==> config.mk <==
export PLATFORM = sky130hd
export DESIGN_NAME = sqrt_seq
export DESIGN_NICKNAME = d
export VERILOG_FILES = /design/src/rtl/sqrt_pkg.sv /design/src/rtl/sqrt_step.sv /design/src/rtl/sqrt_seq.sv
export SDC_FILE = /design/constraint.sdc
export NUM_CORES = 1
export LEC_CHECK = 0
export BUFFER_PORTS_ARGS = -buffer_cell sky130_fd_sc_hd__clkbuf_2
export CORE_ASPECT_RATIO = 0.7
export CORE_MARGIN = 1
export CORE_UTILIZATION = 46
export CTS_BUF_LIST = sky130_fd_sc_hd__clkbuf_8
export DETAILED_ROUTE_END_ITERATION = 7
export GPL_TIMING_DRIVEN = 0
export PLACE_DENSITY = 0.7
export SLEW_MARGIN = 0
export SYNTH_ARGS = -nofsm -noshare
export SYNTH_HDL_FRONTEND = slang
export SYNTH_SLANG_ARGS = --single-unit
==> constraint.sdc <==
create_clock -name clk -period 2.2 [get_ports clk]
set_input_delay 0 -clock clk [delete_from_list [all_inputs] [get_ports clk]]
set_output_delay 0 -clock clk [all_outputs]
set_load 0.01 [all_outputs]
==> src/rtl/sqrt_pkg.sv <==
// Shared types and width helpers for the sequential square root unit.
package sqrt_pkg;

    typedef enum logic [1:0] {
        S_IDLE = 2'b00,
        S_CALC = 2'b01,
        S_DONE = 2'b10
    } state_e;

    // Root width: one root bit per radicand bit pair.
    function automatic int root_width(input int data_w);
        return data_w / 2;
    endfunction

    // Remainder width: must hold 2*root, the largest possible remainder.
    function automatic int rem_width(input int root_w);
        return root_w + 1;
    endfunction

    // Iteration counter width, at least one bit even for a one-bit root.
    function automatic int cnt_width(input int root_w);
        return (root_w > 1) ? $clog2(root_w) : 1;
    endfunction

endpackage

==> src/rtl/sqrt_step.sv <==
// One restoring digit-by-digit square root iteration (combinational).
// Brings in one radicand bit pair and decides the next root bit.
module sqrt_step
    import sqrt_pkg::*;
#(
    parameter int  ROOT_W = 8,
    localparam int REM_W  = rem_width(ROOT_W)
) (
    input  logic [REM_W-1:0]  prem,
    input  logic [ROOT_W-1:0] proot,
    input  logic [1:0]        pair,
    output logic [REM_W-1:0]  next_prem,
    output logic [ROOT_W-1:0] next_proot
);

    // One extra bit above the trial subtraction so its MSB is a clean sign.
    logic [ROOT_W+2:0] cur_s;
    logic [ROOT_W+2:0] sub_s;
    logic [ROOT_W+2:0] diff_s;
    logic              neg_s;
    logic [ROOT_W:0]   wide_root_s;
    logic              unused_s;

    assign cur_s       = {prem, pair};
    assign sub_s       = {1'b0, proot, 2'b01};
    assign diff_s      = cur_s - sub_s;
    assign neg_s       = diff_s[ROOT_W+2];
    // Negative trial restores the shifted remainder; it always fits REM_W bits.
    assign next_prem   = neg_s ? cur_s[ROOT_W:0] : diff_s[ROOT_W:0];
    // The partial root never reaches its top bit before the final step.
    assign wide_root_s = {proot, ~neg_s};
    assign next_proot  = wide_root_s[ROOT_W-1:0];
    // Bits that are provably zero for in-range operands.
    assign unused_s    = ^{diff_s[ROOT_W+1], wide_root_s[ROOT_W]};

endmodule

==> src/rtl/sqrt_seq.sv <==
// Sequential integer square root: floor(sqrt(din)) and remainder,
// one root bit per clock, fixed latency of DATA_W/2 iterations.
module sqrt_seq
    import sqrt_pkg::*;
#(
    parameter int  DATA_W = 16,
    localparam int ROOT_W = root_width(DATA_W),
    localparam int REM_W  = rem_width(ROOT_W)
) (
    input  logic              clk,
    input  logic              rst_n,
    input  logic              go,
    input  logic              abort,
    input  logic [DATA_W-1:0] din,
    output logic              busy,
    output logic              done,
    output logic [ROOT_W-1:0] root,
    output logic [REM_W-1:0]  rem
);

    localparam int              CNT_W    = cnt_width(ROOT_W);
    localparam logic [CNT_W-1:0] CNT_LAST = CNT_W'(ROOT_W - 1);
    localparam logic [CNT_W-1:0] CNT_ONE  = CNT_W'(1);

    state_e              state_r;
    logic [DATA_W-1:0]   rad_r;
    logic [ROOT_W-1:0]   proot_r;
    logic [REM_W-1:0]    prem_r;
    logic [CNT_W-1:0]    cnt_r;
    logic                busy_r;
    logic                done_r;
    logic [ROOT_W-1:0]   root_r;
    logic [REM_W-1:0]    rem_r;

    logic [1:0]          pair_s;
    logic [ROOT_W-1:0]   nproot_s;
    logic [REM_W-1:0]    nprem_s;

    assign pair_s = rad_r[DATA_W-1 -: 2];

    sqrt_step #(
        .ROOT_W (ROOT_W)
    ) u_step (
        .prem       (prem_r),
        .proot      (proot_r),
        .pair       (pair_s),
        .next_prem  (nprem_s),
        .next_proot (nproot_s)
    );

    // Control FSM and datapath registers; outputs are registered here too.
    always_ff @(posedge clk) begin
        if (!rst_n) begin
            state_r <= S_IDLE;
            rad_r   <= '0;
            proot_r <= '0;
            prem_r  <= '0;
            cnt_r   <= '0;
            busy_r  <= 1'b0;
            done_r  <= 1'b0;
            root_r  <= '0;
            rem_r   <= '0;
        end else begin
            case (state_r)
                S_IDLE: begin
                    done_r <= 1'b0;
                    if (go) begin
                        rad_r   <= din;
                        proot_r <= '0;
                        prem_r  <= '0;
                        cnt_r   <= CNT_LAST;
                        busy_r  <= 1'b1;
                        state_r <= S_CALC;
                    end else begin
                        busy_r  <= 1'b0;
                        state_r <= S_IDLE;
                    end
                end
                S_CALC: begin
                    if (abort) begin
                        // Cancel silently; published results stay untouched.
                        busy_r  <= 1'b0;
                        state_r <= S_IDLE;
                    end else begin
                        prem_r  <= nprem_s;
                        proot_r <= nproot_s;
                        rad_r   <= rad_r << 2;
                        cnt_r   <= cnt_r - CNT_ONE;
                        if (cnt_r == '0) begin
                            root_r  <= nproot_s;
                            rem_r   <= nprem_s;
                            done_r  <= 1'b1;
                            state_r <= S_DONE;
                        end else begin
                            state_r <= S_CALC;
                        end
                    end
                end
                S_DONE: begin
                    done_r  <= 1'b0;
                    busy_r  <= 1'b0;
                    state_r <= S_IDLE;
                end
                default: begin
                    done_r  <= 1'b0;
                    busy_r  <= 1'b0;
                    state_r <= S_IDLE;
                end
            endcase
        end
    end

    assign busy = busy_r;
    assign done = done_r;
    assign root = root_r;
    assign rem  = rem_r;

endmodule
Yosys cells after proc, flatten, opt, wreduce, memory -nomap -nowiden --
Cells that the tools add are included.
Cells by class: add/subtract/negate cells 2, multipliers 0, bitwise gates (word level) 2, equal/unequal tests 4, shifts and indexed selects 0, divide/modulo/power cells 0, mux-type cells 20, reductions and logical operators 7, $lt $le $gt $ge 0
Operators with widths (count):
- two-way mux 16 bit | 2
- one-hot mux 16 bit (2 select lines) | 1
- two-way mux 9 bit | 3
- one-hot mux 9 bit (2 select lines) | 1
- two-way mux 8 bit | 2
- one-hot mux 8 bit (2 select lines) | 1
- subtractor 11 x 10 -> 11 bit | 1
- two-way mux 3 bit | 2
- != test 2 bit, second input constant | 3
- one-hot mux 3 bit (2 select lines) | 1
- AND reduction 3 bit | 2
- two-way mux 2 bit | 2
- one-hot mux 2 bit (2 select lines) | 1
- AND reduction 2 bit | 2
- logical NOT 3 bit | 1
- two-way mux 1 bit | 3
- subtractor 3 x 1 -> 3 bit, second input constant | 1
- == test 2 x 1 -> 1 bit, second input constant | 1
- logical NOT 2 bit | 1
- inverter 1 bit | 2
- one-hot mux 1 bit (2 select lines) | 1
- nonzero test 2 bit | 1
Word-level totals: output and inout bits 19, input port bits 20, bits in latches 0, register bits 57, memories 0, bits in writable memories 0, memory bits (read-only) 0

Depth between registers and ports, before layout --
Gate-level depths: netlist (run 1).
word-level depth 4, gate-level depth with buffers 9

By module --
Synthesis (run 1) repeated with hierarchy kept, for this count alone.
Unflattened totals: cells, all modules 331, area total of the unflattened synthesis 2932.8 µm²
Modules (own cells, without submodules):
- sqrt_seq | times used 1, sequential area each 1141.1 µm², area each 2347.3 µm², cells an instance 256
- sqrt_step | times used 1, sequential area each 0.0 µm², area each 585.6 µm², cells an instance 75

Worst setup path before layout (run 1) --
OpenSTA, ideal clock, no wires.
path type flip-flop to flip-flop, from register proot_r[3], to register rem_r[3] (netlist: rem[3]), setup time 132 ps, cell stages (with the launch flop) 10, arrival time 2063 ps, slack 5 ps, data required time 2068 ps, period minus slack after synthesis 2195 ps, path buffers 1, cells stage by stage dfxtp_1 -> inv_1 -> ha_1 -> and2_4 -> a221o_1 -> o21ai_2 -> o211a_4 -> buf_12 -> mux2i_1 -> a21oi_1
Between the ends: word-level cells in the longest chain between the ends 2
RTL lines:
- start: declaration | RTL line sqrt_seq.sv:27 | logic [ROOT_W-1:0] proot_r;
- start signal: assignment | RTL line sqrt_seq.sv:86 | proot_r <= nproot_s;
- subtractor 11 x 10 -> 11 bit | RTL line sqrt_step.sv:26 | assign diff_s = cur_s - sub_s;
- two-way mux 9 bit | RTL line sqrt_step.sv:29 | assign next_prem = neg_s ? cur_s[ROOT_W:0] : diff_s[ROOT_W:0];
- end signal: assignment | RTL line sqrt_seq.sv:91 | rem_r <= nprem_s;
- end: declaration | RTL line sqrt_seq.sv:33 | logic [REM_W-1:0] rem_r;
Every way passes these cells. A chain may end at the register's enable or synchronous reset.

Final worst setup path (run 1) --
from register proot_r[3], to register rem_r[6] (netlist: rem[6])
Same word-level chain as after synthesis.

==> metrics.md, run 1 <==
| Metric | Value |
|---|---|
| DR iter-0 viols | `127` |
| Most common cell after layout, fill and taps aside | `nand2_1` |
| Synth cell types | `44` |
| Synth-to-Final Area Change | `34.4%` |
| Hpwl dp | `4770 um` |
| Ranking of synthesized cells by area | `dfxtp_1 (44%), nand2_1 (7.9%), a21oi_1 (5.4%), ha_1 (5.3%), a22oi_1 (4.6%)` |
| CTS root buf | `clkbuf_8` |
| CTS clock-pin slew for the worst setup and hold paths | `60 ps` |
| CP bufs+invs | `2` |
| Initial Utilization | `48.9%` |
| Die Span Y | `65.1 um` |
| First-pass GRT wire length | `11,900 um` |
| CTS Buf Count | `9` |
| FF-to-FF End | `rem[6]` |
| I/O Buffers | `38` |
| Multi-input gate area | `0.00146 mm2` |
| RSZ-0062 raised after global routing | `true` |
| Critical path peak fanout | `5` |
| Core area | `0.00534 mm2` |
| Synth top area share | `43.7%` |
| PnR worst setup slack | `16.0 ps` |
| Final Setup Violations | `0` |
| CP delay by family, top | `compound AO/OA/AOI/OAI gates` |
| Die Footprint | `0.00599 mm2` |
| GRT Util Overall | `25.9%` |
| CTS HTree Levels | `3` |
| Post-detailed-routing wire length | `7280 um` |
| Startpoint types | `flip-flop` |
| Remaining DRCs | `0` |
| HP Class | `primary input to flip-flop` |
| Ys flop type | `dfxtp_1` |
| Worst stage delay on the critical path | `360 ps` |
| Vias in the first global route | `2,456` |
| Initial DRT Pass Iterations | `4` |
| Share of layout cells above drive strength 1 | `25.1%` |
| Endpoints failing hold | `0` |
| Hold_sp | `rst_n` |
| Slew Viols, Final | `0` |
| Cell taking the most area after synthesis | `dfxtp_1` |
| Skew final | `8.26 ps` |
| Worst Path Required | `2390 ps` |
| Via Count | `2,517` |
| Critical Path Sink Type | `flip-flop` |
| CP max-delay cell | `dfxtp_4` |
| Site Rows | `22` |
| R2R Setup Slk | `20 ps` |
| Hold Crit Endpoint | `cnt_r[1]` |
| Gpl congestion | `0.896` |
| F_max | `458 MHz` |
| Yosys reg bits | `57` |
| Worst path cell trace | `inv_2, ha_4, and2_4, a221o_1, o21ai_2, o211a_4, buf_12, mux2i_4, a21oi_1` |
| Reg area | `0.00116 mm2` |
| Static leakage | `1.37 nW` |
| Critical path type | `flip-flop to flip-flop` |
| CTS tree | `built` |
| DP Area | `0.00289 mm2` |
| Reg2Reg Depth | `9` |
| CTS sink cnt | `57` |
| Largest net degree at the start of global routing | `11` |
| Slew headroom | `51.5%` |
| Power Density | `873 mW/mm2` |
| Nets | `414` |
| Peak supply drop | `515 uV` |
| Worst Hold Depth | `3` |
| CP startpoint | `proot_r[3]` |
| Commonest non-fill, non-tap cells in the layout | `nand2_1 (55), dfxtp_1 (50), clkbuf_2 (38)` |
| Finished Cell Area | `0.00351 mm2` |
| Async SR Flop Fraction | `0%` |
| Syn_nets | `339` |
| Die X | `92.1 um` |
| Cells after synthesis | `308` |
| ANT nets after route | `0` |
| Actual slew at the worst max-slew pin | `727 ps` |
| Worst Path Arrival | `2370 ps` |
| Worst slack at placement | `-253 ps` |
| Worst reg2reg path startpoint | `proot_r[3]` |
| Antenna diodes | `0` |
| EDFF count, synth | `0` |
| Bufs on Longest Clock Path | `2` |
| Tmin final | `2180 ps` |
| Status | `finished, final reports clean` |
| Initial antenna violation count | `0` |
| Clock Latency Late Sink | `330 ps` |
| DR vias/cell | `5.48` |
| Routed len/inst | `15.9 um` |
| Ys Warns | `0` |
| Filler cell count | `461` |
| Synth Area per Inst | `8.48 um2` |
| Ports | `39` |
| Max-Cap Viols | `0` |
| Post-Syn Area | `0.00261 mm2` |
| Sequential area share after synthesis | `43.7%` |
| Crit. path cell count | `9` |
| Crit share post-route | `99.3%` |
| Overflow after GRT | `0` |
[layout make-up]
type / count / share of cell area [%]
multi-input cells: 218 / 41.6
flip-flops and latches: 57 / 33.0
repair buffers: 64 / 12.7
clock buffers: 10 / 3.92
well taps: 72 / 2.57
plain buffers: 17 / 2.46
clock inverters: 5 / 2.07
inverters: 16 / 1.71
[stage by stage]
step	hold slack (ps)	utilization (%)	std cells	setup TNS (ps)	total power, mW
2_1_floorplan	161	-	308	0	1.63
3_3_place_gp	258	54.2	418	-2340	1.78
3_5_place_dp	259	54.2	418	-3050	1.78
4_1_cts	18.3	63.9	453	0	3.04
5_1_grt	87.3	65.8	459	-407	3.19
6_report	44.5	65.8	459	0	3.07
[cells by family (layout without fill, tap and decap cells)]
logic type	Yosys count	in the layout	share of synthesized area [%]
flops	57	57	43.7
buf+inv	33	112	5.60
compound gates	91	91	23.9
fa+ha+maj	11	11	5.27
xor+xnor	8	8	2.68
simple gates	102	102	16.5
mux	6	6	2.30
[synthesized netlist by cell type, types with 2 or more instances]
cell and n:
ha_1 11, mux2i_1 6, o211ai_1 3, nand4_1 2, nor3_1 3, a211oi_1 2, inv_1 15, nand2b_1 4
a22oi_1 16, a21oi_1 28, clkbuf_1 13, nand2_1 55, buf_2 2, nor2_1 26, dfxtp_1 57, a311oi_1 7
o21ai_0 13, nor2b_1 2, nand3_1 4, a32o_1 2, o21ai_1 5, o21a_1 2, xnor2_1 7, a31oi_1 3
[sequential cells by signal (all words and copies together) (netlist names)]
signal / flops
rad_r: 16
prem_r: 9
rem: 9
proot_r: 8
root: 8
cnt_r: 3
state_r: 2
busy: 1
done: 1
[power breakdown]
part | leakage [nW] | internal, mW | total, mW | switching, mW
logic | 0.791 | 0.447 | 0.896 | 0.449
registers | 0.469 | 1.08 | 1.12 | 0.0376
clock network | 0.115 | 0.652 | 1.05 | 0.398
total | 1.37 | 2.18 | 3.07 | 0.885
[tightest hold or removal path, cell delays in order]
cell and delay [ps]:
clkbuf_2 120, clkinv_1 130, a221oi_1 70
[worst max-delay path by stage]
stage	slack, ps	endpoint
floorplan	5	rem[3]
global placement	-220	rem[4]
CTS	0.3	prem_r[8]
global route	-70	rem[1]
finish	20	rem[6]
detailed placement	-250	rem[2]
[metal layers]
metal,global-route usage [%],part of all wire (%)
met5,0,0
met4,8.79,1.4
met3,5.40,5.4
met2,40.2,44
met1,35.9,49
[repair_timing]
item / CTS / global route
hold buffers: 16 / 0
pin swaps: 5 / 10
cloned: 1 / 0
endpoints found under the hold margin: 16 / 0
endpoints found under the setup margin: 20 / 30
setup buffers: 3 / 6
resized for setup: 18 / 20
(Power assumes the default switching activity.)
==> run 2, diff against run 1 <==
--- a/config.mk
+++ b/config.mk
@@ -16,4 +16,5 @@
 export SLEW_MARGIN = 0
 export SYNTH_ARGS = -nofsm -noshare
 export SYNTH_HDL_FRONTEND = slang
+export SYNTH_HIERARCHICAL = 1
 export SYNTH_SLANG_ARGS = --single-unit
==> metrics.md, run 2 <==
| Metric | Value |
|---|---|
| Inst Count DP | `443` |
| Die Span Y | `68.8 um` |
| Worst reg2reg path startpoint | `proot_r[0]` |
| Final Setup Violations | `11` |
| Worst Path Required | `2440 ps` |
| Commonest non-fill, non-tap cells in the layout | `nand2_1 (53), dfxtp_1 (50), clkbuf_2 (37)` |
| Slew Viols, Final | `0` |
| Largest register FFs | `16` |
| Critical path peak fanout | `5` |
| CTS tree | `built` |
| Ports | `39` |
| CP delay by family, top | `compound AO/OA/AOI/OAI gates` |
| Failing checks | `setup timing` |
| Gpl congestion | `0.791` |
| DR iter-0 viols | `117` |
| Layout Cells excl Fill | `483` |
| Worst slack at placement | `-551 ps` |
| CTS clock-pin slew for the worst setup and hold paths | `70 ps` |
| Post-detailed-routing wire length | `7690 um` |
| HP Class | `primary input to flip-flop` |
| Ys Warns | `6` |
| GRT busiest layer | `met2` |
| Worst stage delay on the critical path | `340 ps` |
| Max-Cap Viols | `0` |
| GRT Util Overall | `24.5%` |
| Hold Slack | `26.2 ps` |
| Slew headroom | `57.5%` |
| Peak supply drop | `453 uV` |
| Largest net degree at the start of global routing | `12` |
| Core area | `0.00593 mm2` |
| Largest family of logic cells by synthesized area | `simple AND/OR/NAND/NOR gates` |
| CTS sink cnt | `57` |
| Synth Area per Inst | `8.86 um2` |
| Routed len/inst | `15.9 um` |
| Nets | `434` |
| Cells after synthesis | `331` |
| Overflow after GRT | `0` |
| Yosys reg bits | `57` |
| Simple-gate share of the synthesized area | `15.8%` |
| Post-Route Setup TNS | `-158 ps` |
| Post-synth top cells | `nand2_1 (59), dfxtp_1 (57), mux2i_1 (35)` |
| Most common cell after layout, fill and taps aside | `nand2_1` |
| Crit share post-route | `101%` |
| CTS HTree Levels | `3` |
| Endpoints failing hold | `0` |
| Status | `complete, but fails checks` |
| Ranking of synthesized cells by area | `dfxtp_1 (39%), mux2i_1 (12%), nand2_1 (7.6%), ha_1 (4.7%), o221ai_1 (4.2%)` |
| Hold_sp | `din[11]` |
| CTS Buf Count | `9` |
| Via Count | `2,576` |
| Cell taking the most area after synthesis | `dfxtp_1` |
| CP max-delay cell | `dfxtp_2` |
| Tmin final | `2230 ps` |
| PnR worst setup slack | `-25.1 ps` |
| Met3 global-route usage | `5.85%` |
| DR vias/cell | `5.33` |
| Async SR Flop Fraction | `0%` |
| I/O Buffers | `37` |
| Most common cell in the synthesized netlist | `nand2_1` |
| Worst Path Arrival | `2460 ps` |
| ANT nets after route | `0` |
| Worst path cell trace | `inv_2, ha_4, nor2b_4, o2111ai_4, a21o_2, a221oi_4, buf_6, mux2_4, nand2_2, mux2i_1` |
| Sequential area share after synthesis | `38.9%` |
| Reg with most FFs | `rad_r` |
| Power Density | `816 mW/mm2` |
| Post-layout power | `3.18 mW` |
| Critical Path Sink Type | `flip-flop` |
| Site Rows | `23` |
| Ys flop type | `dfxtp_1` |
| Vias in the first global route | `2,461` |
| Skew final | `15.6 ps` |
| Post-synthesis xor/xnor area fraction | `1.79%` |
| F_max | `449 MHz` |
| Static leakage | `1.70 nW` |
| RSZ-0062 raised after global routing | `true` |
| First-pass GRT wire length | `12,400 um` |
| Initial DRT Pass Iterations | `4` |
| Bufs on Longest Clock Path | `2` |
| Actual slew at the worst max-slew pin | `638 ps` |
| Initial Utilization | `49.5%` |
| CTS root buf | `clkbuf_8` |
| Clock Latency Late Sink | `350 ps` |
| Die Footprint | `0.00670 mm2` |
| Post-synthesis compound-gate area fraction | `14.0%` |
| Post-synthesis adder-cell area fraction | `4.69%` |
| Syn_nets | `362` |
| Synth-to-Final Area Change | `32.8%` |
| CP bufs+invs | `2` |
| Post-synthesis mux area share | `15.0%` |
| Startpoint types | `flip-flop` |
| Synth top area share | `38.9%` |
| Hpwl dp | `5010 um` |
| Antenna diodes | `0` |
| Remaining DRCs | `0` |
| Initial antenna violation count | `0` |
| Critical path type | `flip-flop to flip-flop` |
| GRT met1 Usage | `33.1%` |
| Die X | `97.4 um` |
| EDFF count, synth | `0` |
| Share of layout cells above drive strength 1 | `33.1%` |
| Post-Syn Area | `0.00293 mm2` |
| Synth cell types | `40` |
| CP startpoint | `proot_r[0]` |
| Met2 Use GR | `37.5%` |
## run 2: cell types whose count changed after synthesis, moves of 5 or more
cell,previous run,this run
a21oi_1,28,20
a22oi_1,16,0
a311oi_1,7,2
buf_4,1,10
inv_1,15,29
mux2_2,0,8
mux2i_1,6,35
nand3_1,4,19
nor2_1,26,7
o21ai_0,13,3
o21ai_1,5,0
o221ai_1,0,14
## run 2: layout make-up
cell class / instances / area [um2]
clock buffer: 10 / 138
inverter: 29 / 109
sequential: 57 / 1150
buffer: 29 / 176
tap: 75 / 93.8
multi-input combinational: 216 / 1720
timing repair buffer: 61 / 414
fill: 484 / 2030
clock inverter: 6 / 90.1
## run 2: power by group
group	total (mW)	internal (mW)	switching, mW
Sequential	1.13	1.09	0.0371
Combinational	0.904	0.461	0.442
Clock	1.15	0.672	0.476
Total	3.18	2.22	0.956
## run 2: layer usage
| metal | routed length (um) | part of all wire, % | vias to the layer above |
|---|---|---|---|
| li1 | - | - | 1280 |
| met1 | 3920 | 51 | 1201 |
| met2 | 3180 | 41 | 76 |
| met3 | 406 | 5.3 | 19 |
| met4 | 172 | 2.2 | 0 |
| met5 | 0 | 0 | - |
## run 2: timing repair
item | in CTS | in global routing
pin swaps | 5 | 5
hold buffers | 15 | 0
setup endpoints to repair | 20 | 19
gates cloned | 1 | 0
setup buffers | 8 | 2
endpoints found under the hold margin | 15 | 0
resized for setup | 20 | 12
## run 2: through the flow
step	utilization [%]	area (um2)
3_5_place_dp	55.8	3310
4_1_cts	65.5	3880
5_1_grt	65.7	3890
2_1_floorplan	-	3030
6_report	65.7	3890
3_3_place_gp	55.8	3310
## run 2: final timing paths
path	endpoint	slack, ps	cells past startpoint
setup / recovery	rem[5]	-30	10
hold / removal	rad_r[11]	30	3
setup reg to reg	rem[5]	-30	10
hold reg to reg	rad_r[10]	450	2
## run 2: kinds of logic (layout without fill, tap and decap cells)
kind of cell               Yosys count  after routing
xor gates and xnor gates             6              6
muxes                               43             43
adders and majority gates           11             11
and+or+nand+nor                    101            101
buffers and inverters               58            135
AOI/OAI and AO/OA                   55             55
DFF                                 57             57
## run 2: worst reg2reg max path: stages, from the launching register on
cell,delay (ps)
dfxtp_2,340
inv_2,50
ha_4,250
nor2b_4,160
o2111ai_4,150
a21o_2,230
a221oi_4,260
buf_6,190
mux2_4,320
nand2_2,70
mux2i_1,70
==> run 3, diff against run 2 <==
==> constraint.sdc (replaced) <==
create_clock -name clk -period 2.2 [get_ports clk]
set_input_delay 0.22 -clock clk [delete_from_list [all_inputs] [get_ports clk]]
set_output_delay 0.22 -clock clk [all_outputs]
set_load 0.01 [all_outputs]
==> metrics.md, run 3 (synthesis gave the netlist of run 2 again) <==
| Metric | Value |
|---|---|
| GRT Util Overall | `23.0%` |
| Gpl congestion | `0.791` |
| Worst Path Arrival | `2510 ps` |
| Reg with most FFs | `rad_r` |
| Vias in the first global route | `2,297` |
| Synth-to-Final Area Change | `27.6%` |
| Core area | `0.00593 mm2` |
| Critical Path Sink Type | `flip-flop` |
| Clock Latency Late Sink | `350 ps` |
| PnR worst setup slack | `-33.3 ps` |
| Overflow after GRT | `0` |
| Routed len/inst | `15.6 um` |
| I/O Buffers | `37` |
| Crit share post-route | `102%` |
| Die Footprint | `0.00670 mm2` |
| RSZ-0062 raised after global routing | `true` |
| DR vias/cell | `5.25` |
| HP Class | `primary input to flip-flop` |
| Nets | `419` |
| Layout Cells excl Fill | `468` |
| Startpoint types | `flip-flop` |
| Tmin final | `2230 ps` |
| Antenna diodes | `0` |
| CP startpoint | `proot_r[0]` |
| Die X | `97.4 um` |
| DR iter-0 viols | `140` |
| Slew headroom | `56.5%` |
| Bufs on Longest Clock Path | `2` |
| Critical path peak fanout | `5` |
| Filler cell count | `511` |
| Hold_sp | `din[1]` |
| CP bufs+invs | `2` |
| Site Rows | `23` |
| Initial antenna violation count | `0` |
| CTS sink cnt | `57` |
| Power Density | `841 mW/mm2` |
| Via Count | `2,455` |
| Initial DRT Pass Iterations | `4` |
| Worst reg2reg path startpoint | `proot_r[0]` |
| CTS tree | `built` |
| CP max-delay cell | `dfxtp_2` |
| CTS clock-pin slew for the worst setup and hold paths | `70 ps` |
| ANT nets after route | `0` |
| Status | `complete, but fails checks` |
| Most common cell after layout, fill and taps aside | `nand2_1` |
| Worst stage delay on the critical path | `340 ps` |
| Static leakage | `1.64 nW` |
| Final Setup Violations | `12` |
| CP delay by family, top | `compound AO/OA/AOI/OAI gates` |
| Slew Viols, Final | `0` |
| Endpoints failing hold | `0` |
| Die Span Y | `68.8 um` |
| Skew final | `11.4 ps` |
| First-pass GRT wire length | `11,600 um` |
| Max-Cap Viols | `0` |
| Multi-input gate area | `0.00172 mm2` |
| Initial Utilization | `49.5%` |
| Peak supply drop | `436 uV` |
| Worst slack at placement | `-551 ps` |
| Failing checks | `setup timing` |
| Actual slew at the worst max-slew pin | `652 ps` |
| Remaining DRCs | `0` |
| CTS HTree Levels | `3` |
| Hpwl dp | `5010 um` |
| Largest net degree at the start of global routing | `12` |
| F_max | `448 MHz` |
| Commonest non-fill, non-tap cells in the layout | `nand2_1 (53), dfxtp_1 (51), clkbuf_2 (37)` |
| Post-detailed-routing wire length | `7290 um` |
| CTS root buf | `clkbuf_8` |
| Ports | `39` |
| Largest register FFs | `16` |
| Inst Count DP | `443` |
| Worst Hold Depth | `3` |
| CTS Buf Count | `9` |
| Post-layout power | `3.15 mW` |
| Reg2Reg Depth | `10` |
| Crit. path cell count | `10` |
| Worst path cell trace | `inv_2, ha_4, nor2b_4, o2111ai_4, a21o_2, a221oi_4, buf_6, mux2i_4, nand3_2, mux2i_1` |
| Critical path type | `flip-flop to flip-flop` |
| Share of layout cells above drive strength 1 | `34.4%` |
| Reg area | `0.00115 mm2` |
| Worst Path Required | `2480 ps` |
-- run 3: cell count changes in the layout (fill, tap and decap cells not counted), sizes merged --
| cell | delta |
|---|---|
| dlygate4sd3 | -15 |
-- run 3: final timing paths --
check,slack (ps),endpoint
setup / recovery,-30,prem_r[1]
setup reg to reg,-30,prem_r[1]
hold reg to reg,450,rad_r[12]
hold / removal,110,rad_r[1]
-- run 3: cell type report --
class                           instances  area share (%)
Tap cell                               75            2.51
Timing Repair Buffer                   46            7.05
Clock inverter                          6            2.41
Inverter                               29            2.91
Clock buffer                           10            3.68
Multi-Input combinational cell        216            46.0
Buffer                                 29            4.71
Sequential cell                        57            30.7
-- run 3: metrics by stage --
| stage | hold slack [ps] | utilization, % | setup TNS [ps] | cell area, um2 |
|---|---|---|---|---|
| after floorplan | 370 | - | -1170 | 3030 |
| after global placement | 432 | 55.8 | -8560 | 3310 |
| after detailed placement | 441 | 55.8 | -9590 | 3310 |
| after CTS | 104 | 63.0 | -1280 | 3730 |
| after global routing | 134 | 63.1 | -1520 | 3740 |
| final | 114 | 63.1 | -233 | 3740 |
-- run 3: power breakdown --
group	internal, mW	switching [mW]	leakage [nW]
sequential	1.09	0.0365	0.467
combinational	0.444	0.438	1.06
clock	0.672	0.468	0.113
-- run 3: what timing repair did --
action / in CTS / in global routing
gates resized for setup: 20 / 12
endpoints found under the setup margin: 20 / 19
hold buffers: 0 / 0
buffers inserted: 8 / 2
pin swaps: 5 / 5
gates cloned: 1 / 0
-- run 3: worst min-delay path: cells and delay by family --
kind,cells,cell delay [ps]
buffers and inverters,1,80
AOI/OAI and AO/OA,1,60
and+or+nand+nor,1,50
-- run 3: layer usage --
metal | GRT usage [%] | wire (um) | vias up | share of wire (%)
met4 | 8.82 | 78 | 0 | 1.1
met3 | 5.54 | 325 | 8 | 4.5
li1 | - | - | 1250 | -
met2 | 34.3 | 2970 | 52 | 41
met1 | 32.3 | 3920 | 1145 | 54
met5 | 0 | 0 | - | 0
